==> config.mk <==
export PLATFORM = sky130hd
export DESIGN_NAME = mealy_seq_detector_flat
export DESIGN_NICKNAME = d
export VERILOG_FILES = /design/src/rtl/mealy_seq_detector_pkg.sv /design/src/rtl/mealy_seq_detector_if.sv /design/src/rtl/mealy_seq_detector_match_out_logic.sv /design/src/rtl/mealy_seq_detector.sv /design/src/flat_wrapper.sv
export SDC_FILE = /design/constraint.sdc
export NUM_CORES = 1
export LEC_CHECK = 0
export BUFFER_PORTS_ARGS = -buffer_cell sky130_fd_sc_hd__buf_2
export CORE_MARGIN = 8
export CORE_UTILIZATION = 45
export CTS_CLUSTER_DIAMETER = 60
export DETAILED_ROUTE_END_ITERATION = 10
export PLACE_DENSITY_LB_ADDON = 0.08
export SKIP_LAST_GASP = 1
export SYNTH_ARGS = -nofsm -noshare
export SYNTH_HDL_FRONTEND = slang
export SYNTH_SLANG_ARGS = --single-unit
==> constraint.sdc <==
create_clock -name i_clk -period 2 [get_ports i_clk]
set_clock_uncertainty 0.2 [all_clocks]
set_input_delay 0.4 -clock i_clk [delete_from_list [all_inputs] [get_ports i_clk]]
set_output_delay 0.4 -clock i_clk [all_outputs]
set_load 0.03 [all_outputs]
==> src/rtl/mealy_seq_detector_pkg.sv <==
// Shared constants and types for the Mealy sequence detector.
// Default pattern width, reset pattern and counter width, the operation
// decode used by the state process, and the fill-counter width helper.
package mealy_seq_detector_pkg;

  localparam int         DEF_PATTERN_W   = 3;
  localparam logic [2:0] DEF_PATTERN_RST = 3'b111;
  localparam int         DEF_CNT_W       = 8;

  // What the state process does with history/fill/pattern this cycle
  typedef enum logic [1:0] {
    OP_HOLD  = 2'd0,  // no accepted bit, no load: everything holds
    OP_SHIFT = 2'd1,  // accepted bit shifts into the history
    OP_CLEAR = 2'd2,  // match in non-overlap mode: history restarts
    OP_LOAD  = 2'd3   // new pattern written, history restarts
  } op_e;

  // Bits needed to hold fill values 0..pattern_w-1 (pattern_w >= 2)
  function automatic int fill_width(input int pattern_w);
    if (pattern_w <= 2) begin
      return 1;
    end else begin
      return $clog2(pattern_w);
    end
  endfunction

endpackage

==> src/rtl/mealy_seq_detector_if.sv <==
// Serial-bit / pattern-load / status bundle of the sequence detector.
// The master drives the bit stream and pattern loads; the slave (the
// detector) returns the match pulse, armed flag and match count.
interface mealy_seq_detector_if
  import mealy_seq_detector_pkg::*;
#(
  parameter int PATTERN_W = DEF_PATTERN_W,
  parameter int CNT_W     = DEF_CNT_W
);

  logic                 en;
  logic                 w;
  logic                 load;
  logic [PATTERN_W-1:0] pattern_in;
  logic                 z;
  logic                 armed;
  logic [CNT_W-1:0]     match_cnt;

  modport master (
    output en, w, load, pattern_in,
    input  z, armed, match_cnt
  );

  modport slave (
    input  en, w, load, pattern_in,
    output z, armed, match_cnt
  );

endinterface

==> src/rtl/mealy_seq_detector_match_out_logic.sv <==
// Mealy output logic of the sequence detector.
// z is raised in the same cycle as the final accepted bit when the history
// is full and history plus the incoming bit equals the stored pattern.
// A load in the same cycle suppresses the match.
module match_out_logic #(
  parameter int PATTERN_W = 3
) (
  input  logic                 i_w,
  input  logic                 i_en,
  input  logic                 i_load,
  input  logic                 i_armed,
  input  logic [PATTERN_W-2:0] i_hist,
  input  logic [PATTERN_W-1:0] i_pat,
  output logic                 o_z
);

  logic [PATTERN_W-1:0] w_window;

  assign w_window = {i_hist, i_w};

  // Combinational match decision from state and current inputs
  always_comb begin
    o_z = 1'b0;
    if (i_en && !i_load && i_armed && (w_window == i_pat)) begin
      o_z = 1'b1;
    end else begin
      o_z = 1'b0;
    end
  end

endmodule

==> src/rtl/mealy_seq_detector.sv <==
// Parametrised Mealy sequence detector.
// Watches the serial bit stream and pulses z in the same cycle the last
// PATTERN_W accepted bits equal the programmable pattern (MSB oldest).
// The fill counter doubles as the FSM state: FILL_0 .. ARMED.
module mealy_seq_detector
  import mealy_seq_detector_pkg::*;
#(
  parameter int                   PATTERN_W   = DEF_PATTERN_W,
  parameter logic [PATTERN_W-1:0] PATTERN_RST = PATTERN_W'(DEF_PATTERN_RST),
  parameter bit                   OVERLAP     = 1'b1,
  parameter int                   CNT_W       = DEF_CNT_W
) (
  input logic                 i_clk,
  input logic                 i_reset,
  mealy_seq_detector_if.slave bus
);

  localparam int                FILL_W  = fill_width(PATTERN_W);
  localparam logic [FILL_W-1:0] FILL_0  = {FILL_W{1'b0}};
  localparam logic [FILL_W-1:0] ARMED   = FILL_W'(PATTERN_W - 1);
  localparam logic [CNT_W-1:0]  CNT_MAX = {CNT_W{1'b1}};

  logic [PATTERN_W-2:0] r_hist;
  logic [FILL_W-1:0]    r_fill;
  logic [PATTERN_W-1:0] r_pat;
  logic [CNT_W-1:0]     r_cnt;
  logic                 r_armed;

  logic                 w_z_raw;
  logic                 w_z;
  logic [PATTERN_W-2:0] w_hist_next;
  logic [FILL_W-1:0]    w_fill_next;
  op_e                  w_op;

  match_out_logic #(
    .PATTERN_W (PATTERN_W)
  ) u_match_out_logic (
    .i_w     (bus.w),
    .i_en    (bus.en),
    .i_load  (bus.load),
    .i_armed (r_armed),
    .i_hist  (r_hist),
    .i_pat   (r_pat),
    .o_z     (w_z_raw)
  );

  // A match is never reported while reset is held
  assign w_z = w_z_raw & ~i_reset;

  // History shift: newest bit enters at the LSB, oldest falls off the top
  if (PATTERN_W > 2) begin : g_hist_wide
    assign w_hist_next = {r_hist[PATTERN_W-3:0], bus.w};
  end else begin : g_hist_one
    assign w_hist_next = bus.w;
  end

  // Saturating fill increment: ARMED is the steady state
  always_comb begin
    w_fill_next = r_fill;
    if (r_fill == ARMED) begin
      w_fill_next = ARMED;
    end else begin
      w_fill_next = r_fill + FILL_W'(1);
    end
  end

  // Decode this cycle's operation; load wins over an accepted bit
  always_comb begin
    w_op = OP_HOLD;
    if (bus.load) begin
      w_op = OP_LOAD;
    end else if (bus.en) begin
      if (w_z && !OVERLAP) begin
        w_op = OP_CLEAR;
      end else begin
        w_op = OP_SHIFT;
      end
    end else begin
      w_op = OP_HOLD;
    end
  end

  // Detector state: history, fill/armed, pattern and saturating match count
  always_ff @(posedge i_clk) begin
    if (i_reset) begin
      r_hist  <= {(PATTERN_W-1){1'b0}};
      r_fill  <= FILL_0;
      r_armed <= 1'b0;
      r_pat   <= PATTERN_RST;
      r_cnt   <= {CNT_W{1'b0}};
    end else begin
      case (w_op)
        OP_LOAD: begin
          r_pat   <= bus.pattern_in;
          r_hist  <= {(PATTERN_W-1){1'b0}};
          r_fill  <= FILL_0;
          r_armed <= 1'b0;
        end
        OP_CLEAR: begin
          r_hist  <= {(PATTERN_W-1){1'b0}};
          r_fill  <= FILL_0;
          r_armed <= 1'b0;
        end
        OP_SHIFT: begin
          r_hist  <= w_hist_next;
          r_fill  <= w_fill_next;
          r_armed <= (w_fill_next == ARMED);
        end
        OP_HOLD: begin
          r_hist  <= r_hist;
          r_fill  <= r_fill;
          r_armed <= r_armed;
        end
        default: begin
          r_hist  <= r_hist;
          r_fill  <= r_fill;
          r_armed <= r_armed;
        end
      endcase
      if (w_z && (r_cnt != CNT_MAX)) begin
        r_cnt <= r_cnt + CNT_W'(1);
      end else begin
        r_cnt <= r_cnt;
      end
    end
  end

  assign bus.z         = w_z;
  assign bus.armed     = r_armed;
  assign bus.match_cnt = r_cnt;

endmodule

==> src/flat_wrapper.sv <==
// flat-port wrapper written by rule: the top's interface ports become plain ports
module mealy_seq_detector_flat import mealy_seq_detector_pkg::*;
#(
  parameter int                   PATTERN_W   = DEF_PATTERN_W,
  parameter logic [PATTERN_W-1:0] PATTERN_RST = PATTERN_W'(DEF_PATTERN_RST),
  parameter bit                   OVERLAP     = 1'b1,
  parameter int                   CNT_W       = DEF_CNT_W
)
  (i_clk, i_reset, bus_en, bus_w, bus_load, bus_pattern_in, bus_z, bus_armed, bus_match_cnt);
  mealy_seq_detector_if #(.PATTERN_W(PATTERN_W), .CNT_W(CNT_W)) bus_i ();
  input logic i_clk;
  input logic i_reset;
  input wire logic [$bits(bus_i.en)-1:0] bus_en;
  input wire logic [$bits(bus_i.w)-1:0] bus_w;
  input wire logic [$bits(bus_i.load)-1:0] bus_load;
  input wire logic [$bits(bus_i.pattern_in)-1:0] bus_pattern_in;
  output wire logic [$bits(bus_i.z)-1:0] bus_z;
  output wire logic [$bits(bus_i.armed)-1:0] bus_armed;
  output wire logic [$bits(bus_i.match_cnt)-1:0] bus_match_cnt;
  assign bus_i.en = bus_en;
  assign bus_i.w = bus_w;
  assign bus_i.load = bus_load;
  assign bus_i.pattern_in = bus_pattern_in;
  assign bus_z = bus_i.z;
  assign bus_armed = bus_i.armed;
  assign bus_match_cnt = bus_i.match_cnt;
  mealy_seq_detector #(.PATTERN_W(PATTERN_W), .PATTERN_RST(PATTERN_RST), .OVERLAP(OVERLAP), .CNT_W(CNT_W)) u_core (.i_clk(i_clk), .i_reset(i_reset), .bus(bus_i));
endmodule
==> results of run 1 <==
-- registers in the layout, summed over array words and instances (netlist names) --
| register | cells |
|---|---|
| u_core.bus.match_cnt | 8 |
| u_core.r_pat | 3 |
| u_core.r_hist | 2 |
| u_core.bus.armed | 1 |
| u_core.r_fill | 1 |
-- kinds of logic (layout without fill, tap and decap cells) --
group | Yosys count | in the layout | share of synthesized area (%)
AND/OR/NAND/NOR | 28 | 28 | 22.0
flip-flops | 15 | 15 | 41.2
multiplexers | 5 | 5 | 7.04
XOR/XNOR | 3 | 3 | 3.61
adder cells (fa/ha/maj) | 2 | 2 | 3.44
AO/OA/AOI/OAI | 19 | 19 | 16.7
buffers and inverters | 9 | 35 | 6.01
-- cell type report --
| cell class | instances | area (µm²) | share of cell area [%] |
|---|---|---|---|
| well taps | 16 | 20.0 | 2.15 |
| inverters | 4 | 15.0 | 1.61 |
| repair buffers | 27 | 170 | 18.3 |
| clock buffers | 4 | 26.3 | 2.82 |
| flip-flops and latches | 15 | 302 | 32.3 |
| multi-input cells | 57 | 399 | 42.8 |
-- metrics by stage --
step	setup TNS, ns	hold WS, ns
after floorplan	0	0.298
after global placement	0	0.301
after detailed placement	-0.0378	0.305
after CTS	0	0.109
after global routing	-0.00788	0.102
final	0	0.116
-- timing repair --
action,in CTS,in global routing
setup endpoints to repair,1,1
pin swaps,1,2
hold endpoints to repair,0,0
buffers inserted,1,3
gates resized for setup,5,0
hold buffers,0,0
-- power breakdown --
group / switching, mW / leakage [nW] / internal, mW
combinational: 0.0215 / 0.257 / 0.0247
clock: 0.0980 / 0.0150 / 0.0774
sequential: 0.00398 / 0.122 / 0.305
total: 0.124 / 0.395 / 0.407
-- cell usage in the layout, fill, tap and decap left out --
cell type,synthesis,routed
xnor2_1,3,3
nand3b_1,1,1
a21oi_1,7,7
dfxtp_1,15,14
nor3_1,5,5
inv_1,4,4
mux2i_1,4,4
a211o_1,3,3
or3_1,3,3
nor4_2,1,1
buf_6,1,2
or4_1,1,1
dfxtp_2,0,1
ha_1,2,2
a311oi_1,1,1
nor4bb_4,0,1
o2111ai_1,1,1
o31ai_1,1,1
nand4_1,2,2
nand2_1,2,2
nor2b_1,4,4
o21ai_0,5,5
clkbuf_1,2,1
buf_4,0,9
buf_2,2,16
mux2_1,1,1
a41o_1,1,1
nand3_1,3,3
clkbuf_4,0,3
nor2_1,5,5
-- layer usage --
layer / track usage, % / routed length, µm / share of wire, % / vias up
met5: 0 / 0 / 0 / -
li1: - / - / - / 351
met1: 12.7 / 830 / 51 / 291
met4: 3.09 / 10 / 0.62 / 0
met3: 4.11 / 81 / 5.0 / 2
met2: 14.4 / 697 / 43 / 22
-- how the worst max path moves through the flow --
stage	startpoint	endpoint	slack [ns]
3_5_place_dp	bus_load	u_core.bus.match_cnt[5]$_SDFFE_PP0P_	-0.04
2_1_floorplan	u_core.bus.match_cnt[0]$_SDFFE_PP0P_	u_core.bus.match_cnt[5]$_SDFFE_PP0P_	0.05
4_1_cts	u_core.bus.armed$_SDFFE_PP0P_	bus_z	0.003
5_1_grt	u_core.bus.match_cnt[0]$_SDFFE_PP0P_	u_core.bus.match_cnt[5]$_SDFFE_PP0P_	-0.008
3_3_place_gp	bus_load	u_core.bus.match_cnt[5]$_SDFFE_PP0P_	0.02
6_report	u_core.bus.armed$_SDFFE_PP0P_	bus_z	0.12
==> impl_metrics.json, run 1 <==
{
  "gp_congestion": 0.716,
  "clk_pin_slew_ns": 0.08,
  "netlist_instances": 81,
  "place_inst": 115,
  "floorplan.rows": 14,
  "synthFlopType": "dfxtp_1",
  "postLayoutCellArea_um2": 932,
  "cpLargestDelayFamily": "buffers and inverters",
  "place_hpwl_um": 1160,
  "fin_util_pct": 61.9,
  "numCtsBuffers": 3,
  "clockRootBuffer": "clkbuf_4",
  "timing.rr.end": "u_core.bus.match_cnt[5]$_SDFFE_PP0P_",
  "worstRegToRegCells": 5,
  "start_util_pct": 48.3,
  "critPathMostFrequentCell": "buf_6",
  "postSynth.asyncResetShare_pct": 0,
  "drt-wirelength-per-cell_um": 13.2,
  "drt_iter0_drc": 19,
  "holdCritStartpoint": "bus_pattern_in[2]",
  "fin_cells": 123,
  "setup_viol": 0,
  "io_buffers": 17,
  "crit_chain": "nor4bb_4 -> nand4_1 -> buf_6 -> inv_1 -> buf_6",
  "max_freq_mhz": 532,
  "min_path_type": "input port to flop",
  "vias": 666,
  "die_area_mm2": 0.00316,
  "grt-ovfl-total": 0,
  "cts_htree_levels": 1,
  "reg2reg_slack_ns": 0.14,
  "required_ns": 1.40,
  "drv_slew": 0,
  "synth_edf_count": 0,
  "cp_max_fo": 4,
  "grt_max_degree": 17,
  "hold_end": "u_core.r_pat[2]$_SDFFE_PP1N_",
  "first_global_vias": 602,
  "start_kind": "flop",
  "synth.yosys.seq_area_share_pct": 41.2,
  "cp.depth": 5,
  "dpl_cell_area_um2": 851,
  "synthTopCellsByArea": "dfxtp_1 41%, mux2i_1 5.5%, a21oi_1 4.8%",
  "chipWidth_um": 56.2,
  "netlist_top_cells_count": "15 x dfxtp_1, 7 x a21oi_1, 5 x nor2_1, 5 x nor3_1, 5 x o21ai_0",
  "num_antenna_cells": 0,
  "ys_ff_latch": 15,
  "clkLatencyLatePin_ns": 0.28,
  "cap_violations": 0,
  "min_period_ns": 1.88,
  "finalCritPeriodShare_pct": 93.9,
  "fillers": 134,
  "p_per_area_mw_per_mm2": 569,
  "hold_viol_final": 0,
  "die_h_um": 56.2,
  "drc": 0,
  "via_per_inst": 5.41,
  "syn_area_um2": 728,
  "drive_above_1_share_pct": 30.8,
  "p_leak_nw": 0.395,
  "nets": 118,
  "path_buf_inv": 3,
  "synth_cell_types": 27,
  "p_total_mw": 0.531,
  "avgSynthCellArea_um2": 8.99,
  "worst_slew_pin_slew_ns": 0.392,
  "holdPathStages": 2,
  "arrival_ns": 1.28,
  "critPathMaxStageDelay_ns": 0.34,
  "track_usage_pct": 9.90,
  "area_growth_pct": 28.0,
  "r2r_start": "u_core.bus.match_cnt[0]$_SDFFE_PP0P_",
  "grt_pass1_wl_um": 2640,
  "cts_tree": "built",
  "status": "completed",
  "timing.final.ws_setup_ns": 0.122,
  "slowest_stage": "dfxtp_2",
  "ir_drop_v": 0.000459,
  "synth_most_common_cell": "dfxtp_1",
  "place_ws_ns": -0.0367,
  "crit_type": "flop to output port",
  "synth_largest_area_cell": "dfxtp_1",
  "yosysTopAreaCellShare_pct": 41.2,
  "cp-end-kind": "output port",
  "clockBufferDepth": 2,
  "wl_um": 1620,
  "grt_antenna_before_repair": 0,
  "dr.pass1.iters": 4,
  "slew_headroom_pct": 73.8,
  "yosys_warnings": 0,
  "core_mm2": 0.00151,
  "syn_nets": 91,
  "io_pins": 18,
  "ant_nets": 0,
  "cts_sinks": 15
}
No activity file was read; power rests on OpenSTA's default activity.
==> run 2, diff against run 1 <==
--- a/config.mk
+++ b/config.mk
@@ -10,7 +10,7 @@
 export CORE_UTILIZATION = 45
 export CTS_CLUSTER_DIAMETER = 60
 export DETAILED_ROUTE_END_ITERATION = 10
-export PLACE_DENSITY_LB_ADDON = 0.08
+export PLACE_DENSITY = 0.84
 export SKIP_LAST_GASP = 1
 export SYNTH_ARGS = -nofsm -noshare
 export SYNTH_HDL_FRONTEND = slang
==> run 2 against run 1 <==
Against the previous run:
- sequential share of layout area about the same
- via count up 5.6%
- highest routed layer is now met3
- total power down 1.0%
==> impl_metrics.json, run 2 (synthesis gave the netlist of run 1 again) <==
{
  "status": "completed",
  "required_ns": 1.40,
  "power.internal_mw": 0.404,
  "p_total_mw": 0.525,
  "setup_viol": 0,
  "cts_tree": "built",
  "drive_above_1_share_pct": 33.0,
  "drv_slew": 0,
  "p_seq_share_pct": 58.9,
  "arrival_ns": 1.32,
  "grt_pass1_wl_um": 2820,
  "drc": 0,
  "met2_usage_pct": 15.8,
  "place_inst": 115,
  "grt.busiest_layer": "met2",
  "ant_nets": 0,
  "worst_slew_pin_slew_ns": 0.315,
  "min_period_ns": 1.92,
  "timing.final.ws_setup_ns": 0.0792,
  "max_freq_mhz": 521,
  "r2r_start": "u_core.bus.armed$_SDFFE_PP0P_",
  "place_ws_ns": -0.0536,
  "first_global_vias": 666,
  "seq_area_um2": 302,
  "io_pins": 18,
  "largest_reg_flops": 8,
  "holdCritStartpoint": "bus_pattern_in[0]",
  "start_util_pct": 48.3,
  "hold_end": "u_core.r_pat[0]$_SDFFE_PP1N_",
  "holdPathStages": 2,
  "dpl_cell_area_um2": 851,
  "cp-end-kind": "output port",
  "p_leak_nw": 0.387,
  "place_hpwl_um": 1230,
  "layout_common_cells": "16 x buf_2, 14 x dfxtp_1, 9 x buf_4",
  "io_buffers": 17,
  "cts_htree_levels": 1,
  "slew_headroom_pct": 79.0,
  "grt_util_met3_pct": 5.25,
  "start_kind": "flop",
  "grt_max_degree": 17,
  "reg2reg_slack_ns": 0.08,
  "core_mm2": 0.00151,
  "clockRootBuffer": "clkbuf_4",
  "comb_power_share_pct": 8.9,
  "power.switching_mw": 0.121,
  "cp_max_fo": 3,
  "p_per_area_mw_per_mm2": 563,
  "numCtsBuffers": 3,
  "timing.rr.end": "u_core.bus.match_cnt[5]$_SDFFE_PP0P_",
  "track_usage_pct": 10.6,
  "grt_antenna_before_repair": 0,
  "ir_drop_v": 0.000373,
  "die_area_mm2": 0.00316,
  "worstRegToRegCells": 5,
  "clk_pin_slew_ns": 0.09,
  "via_per_inst": 5.76,
  "rsz0062_at_grt": "true",
  "clockBufferDepth": 2,
  "hold_viol_final": 0,
  "vias": 703,
  "num_antenna_cells": 0,
  "dr.pass1.iters": 4,
  "grt-ovfl-total": 0,
  "drt_iter0_drc": 19,
  "use_met1_pct": 12.2,
  "cts_sinks": 15,
  "chipWidth_um": 56.2,
  "gp_congestion": 0.849,
  "min_path_type": "input port to flop",
  "area_growth_pct": 28.2,
  "drt-wirelength-per-cell_um": 14.0,
  "layout_commonest_cell": "buf_2",
  "fillers": 147,
  "clkPwrFrac_pct": 32.3,
  "crit_type": "flop to output port",
  "swShare_pct": 23.1,
  "fin_cells": 122,
  "postLayoutCellArea_um2": 933,
  "clkLatencyLatePin_ns": 0.28,
  "die_h_um": 56.2,
  "nets": 117,
  "finalCritPeriodShare_pct": 96.0,
  "wl_um": 1710,
  "multi_input_area_um2": 410,
  "cts-hold-fix-buffers": 0,
  "floorplan.rows": 14,
  "cap_violations": 0
}
-- run 2: cell types whose count changed in the layout (fill, tap and decap cells not counted) --
cell,previous run,this run
buf_6,2,1
clkbuf_1,1,0
clkinv_2,0,1
inv_1,4,3
inv_2,0,1
nor2_1,5,4
nor2_2,0,1
nor4_2,1,0
nor4_4,0,1
-- run 2: power groups by stage --
stage | Sequential, mW | Clock [mW] | Combinational (mW)
global placement | 0.316 | 0 | 0.0425
finish | 0.309 | 0.170 | 0.0466
detailed placement | 0.316 | 0 | 0.0442
floorplan | 0.316 | 0 | 0.0301
CTS | 0.309 | 0.179 | 0.0442
global route | 0.310 | 0.195 | 0.0520
-- run 2: through the flow --
stage | hold slack [ns] | utilization (%) | setup TNS, ns
final | 0.121 | 62.0 | 0
after floorplan | 0.298 | - | 0
after global placement | 0.298 | 56.5 | -0.00123
after CTS | 0.111 | 59.0 | 0
after detailed placement | 0.320 | 56.5 | -0.139
after global routing | 0.0946 | 62.0 | -0.0458
-- run 2: timing repair --
item,4_1_cts,5_1_grt
setup buffers,1,2
pin swaps,1,1
endpoints found under the setup margin,1,4
gates resized for setup,1,6
-- run 2: worst max-delay path: stages (launching register included) --
cell      delay (ns)
dfxtp_2         0.35
nor4bb_4        0.26
nand4_1         0.19
inv_2           0.11
buf_6           0.13
-- run 2: worst max path at each step --
stage,start,end,cells after the start,slack (ns)
after floorplan,u_core.bus.match_cnt[0]$_SDFFE_PP0P_,u_core.bus.match_cnt[5]$_SDFFE_PP0P_,5,0.05
after global placement,bus_load,u_core.bus.match_cnt[5]$_SDFFE_PP0P_,5,-0.001
after detailed placement,bus_load,u_core.bus.match_cnt[5]$_SDFFE_PP0P_,5,-0.05
after CTS,u_core.bus.armed$_SDFFE_PP0P_,bus_z,4,0.03
after global routing,u_core.bus.armed$_SDFFE_PP0P_,u_core.bus.match_cnt[5]$_SDFFE_PP0P_,5,-0.03
final,u_core.bus.armed$_SDFFE_PP0P_,bus_z,4,0.08
-- run 2: area by class of cell --
type | instances | share of cell area [%]
Multi-Input combinational cell | 57 | 44.0
Clock inverter | 1 | 0.536
Inverter | 4 | 1.61
Tap cell | 16 | 2.14
Clock buffer | 3 | 2.41
Sequential cell | 15 | 32.3
Timing Repair Buffer | 26 | 17.0
-- run 2: routing by layer --
layer	vias up	wire, µm
met4	0	0
met1	329	746
met5	-	0
met2	28	813
met3	0	150
li1	346	-
==> run 3, diff against run 2 <==
--- a/config.mk
+++ b/config.mk
@@ -8,10 +8,12 @@
 export BUFFER_PORTS_ARGS = -buffer_cell sky130_fd_sc_hd__buf_2
 export CORE_MARGIN = 8
 export CORE_UTILIZATION = 45
+export CTS_BUF_LIST = sky130_fd_sc_hd__clkbuf_16
 export CTS_CLUSTER_DIAMETER = 60
 export DETAILED_ROUTE_END_ITERATION = 10
 export PLACE_DENSITY = 0.84
 export SKIP_LAST_GASP = 1
 export SYNTH_ARGS = -nofsm -noshare
 export SYNTH_HDL_FRONTEND = slang
+export SYNTH_HIERARCHICAL = 1
 export SYNTH_SLANG_ARGS = --single-unit
==> run 3 against run 2 <==
Against the previous run:
- combinational power about the same
- setup slack got worse by 0.059 ns
- critical path depth unchanged
- global-route usage increased by 0.43 points
- fmax decreased by 3.0%
- clock-buffer cell count unchanged
- core utilization increased by 3.1 points
- final area increased by 5.0%
- total power increased by 40%
- area after synthesis decreased by 1.0%
- worst hold slack improved by 0.042 ns
- critical path type unchanged
- critical endpoint unchanged
- largest power group is now clock
- highest routed layer is now met4
==> impl_metrics.json, run 3 <==
{
  "clk_pin_slew_ns": 0.04,
  "area_growth_pct": 35.9,
  "holdWs_ns": 0.162,
  "synthTopCellsByArea": "dfxtp_1 42%, xor2_1 6.1%, mux2i_1 5.6%",
  "worst_slew_pin_slew_ns": 0.337,
  "grt-ovfl-total": 0,
  "layout_commonest_cell": "buf_2",
  "cts-hold-fix-buffers": 0,
  "drc": 0,
  "synth-compound-area-share_pct": 13.5,
  "drive_above_1_share_pct": 35.9,
  "netlist_top_cells_count": "15 x dfxtp_1, 8 x nor2_1, 6 x nor3_1",
  "clockRootBuffer": "clkbuf_16",
  "synthSimpleGateAreaFrac_pct": 25.5,
  "num_antenna_cells": 0,
  "drt_iter0_drc": 31,
  "setup_viol": 0,
  "via_per_inst": 5.66,
  "cp_max_fo": 2,
  "largest_reg_flops": 8,
  "fin_cells": 119,
  "cap_violations": 0,
  "rsz0062_at_grt": "true",
  "track_usage_pct": 11.0,
  "avgSynthCellArea_um2": 9.24,
  "synth_largest_area_cell": "dfxtp_1",
  "critPathMaxStageDelay_ns": 0.33,
  "postSynth.asyncResetShare_pct": 0,
  "first_global_vias": 658,
  "p_per_area_mw_per_mm2": 748,
  "io_pins": 18,
  "p_leak_nw": 0.422,
  "cts_htree_levels": 1,
  "dpl_cell_area_um2": 873,
  "gp_congestion": 0.739,
  "p_total_mw": 0.733,
  "slowest_stage": "dfxtp_2",
  "synth_cell_types": 23,
  "ant_nets": 0,
  "place_inst": 114,
  "drt-wirelength-per-cell_um": 15.2,
  "vias": 673,
  "nets": 114,
  "syn_area_um2": 721,
  "yosys_warnings": 6,
  "grt_antenna_before_repair": 0,
  "slew_headroom_pct": 77.6,
  "place_hpwl_um": 1220,
  "crit_chain": "xor2_2 -> nor4_4 -> nor2b_4 -> buf_6",
  "min_path_type": "input port to flop",
  "synthFlopType": "dfxtp_1",
  "clkLatencyLatePin_ns": 0.24,
  "die_area_mm2": 0.00314,
  "max_freq_mhz": 505,
  "crit_type": "flop to output port",
  "synthXorXnorAreaFrac_pct": 6.08,
  "start_util_pct": 47.8,
  "netlist_instances": 78,
  "status": "completed",
  "layout_common_cells": "16 x buf_2, 12 x dfxtp_1, 8 x nor2_1",
  "min_period_ns": 1.98,
  "fillers": 124,
  "postLayoutCellArea_um2": 980,
  "required_ns": 1.40,
  "numCtsBuffers": 3,
  "hold_viol_final": 0,
  "clockBufferDepth": 2,
  "wl_um": 1810,
  "synth_top_family_by_area": "simple AND/OR/NAND/NOR gates",
  "dr.pass1.iters": 4,
  "drv_slew": 0,
  "synth_most_common_cell": "dfxtp_1",
  "io_buffers": 17,
  "ys_ff_latch": 15,
  "grt_pass1_wl_um": 2810,
  "chipWidth_um": 56.0,
  "core_mm2": 0.00151,
  "synthAdderAreaFrac_pct": 3.47,
  "start_kind": "flop",
  "yosysTopAreaCellShare_pct": 41.7,
  "cp-end-kind": "output port",
  "ir_drop_v": 0.000415,
  "floorplan.rows": 14,
  "syn_nets": 88,
  "synth_mux_area_share_pct": 5.56,
  "arrival_ns": 1.38,
  "synth_edf_count": 0,
  "cts_sinks": 15,
  "grt_max_degree": 17,
  "die_h_um": 56.0,
  "synth.yosys.seq_area_share_pct": 41.7,
  "finalCritPeriodShare_pct": 99.0,
  "cts_tree": "built"
}
==> run 3: changes by cell type in the layout (fill, tap and decap cells not counted), sizes merged, moves of 2 or more <==
cell / delta
xor2: +5
nor2: +3
xnor2: -3
a21oi: -3
buf: -2
==> run 3: worst paths after layout <==
kind	start	to	slack [ns]	depth (start not counted)
min	bus_pattern_in[2]	u_core/r_pat[2]$_SDFFE_PP1N_	0.16	2
min reg2reg	u_core/r_fill[0]$_SDFFE_PP0P_	u_core/r_fill[0]$_SDFFE_PP0P_	0.33	2
max reg2reg	u_core/r_pat[1]$_SDFFE_PP1N_	u_core/bus.match_cnt[5]$_SDFFE_PP0P_	0.03	7
max	u_core/r_pat[1]$_SDFFE_PP1N_	bus_z	0.02	4
==> run 3: per-layer routing <==
metal,part of all wire (%),vias to the layer above,track usage [%]
met5,0,-,0
met3,7.0,4,2.97
met1,40,301,10.7
met2,50,38,18.7
li1,-,330,-
met4,2.2,0,9.62
==> run 3: timing repair <==
| action | in CTS | in global routing |
|---|---|---|
| buffers inserted | 1 | 0 |
| gates cloned | 0 | 0 |
| endpoints found under the setup margin | 1 | 4 |
| pin swaps | 1 | 3 |
| resized for setup | 2 | 5 |
==> run 3: cell type report <==
cell class	instances	area [µm²]	share of cell area [%]
multi-input cells	56	418	42.7
flip-flops and latches	15	304	31.0
repair buffers	24	144	14.7
clock buffers	3	75.1	7.66
well taps	16	20.0	2.04
inverters	4	15.0	1.53
clock inverters	1	3.75	0.383
==> run 3: power by group <==
group	internal (mW)	switching (mW)	leakage (nW)
registers	0.307	0.00507	0.123
logic	0.0211	0.0256	0.257
clock network	0.264	0.110	0.0423
==> run 3: per-stage QoR <==
step                setup slack (ns)  setup TNS [ns]  util [%]
global placement             -0.0372         -0.0691      58.0
global route                 -0.0197         -0.0317      65.0
CTS                           0.0105               0      64.1
detailed placement            -0.102          -0.235      58.0
floorplan                    0.00262               0         -
finish                        0.0202               0      65.0
==> run 3: critical path: cells and delay by family (launching register included) <==
kind,cells,cell delay [ns]
xor gates and xnor gates,1,0.18
and+or+nand+nor,2,0.48
DFF,1,0.33
buffers and inverters,1,0.14
==> run 3: kinds of logic after synthesis <==
family                   Yosys count
flip-flops                        15
adder cells (fa/ha/maj)            2
AND/OR/NAND/NOR                   31
AO/OA/AOI/OAI                     14
multiplexers                       4
buffers and inverters              7
XOR/XNOR                           5
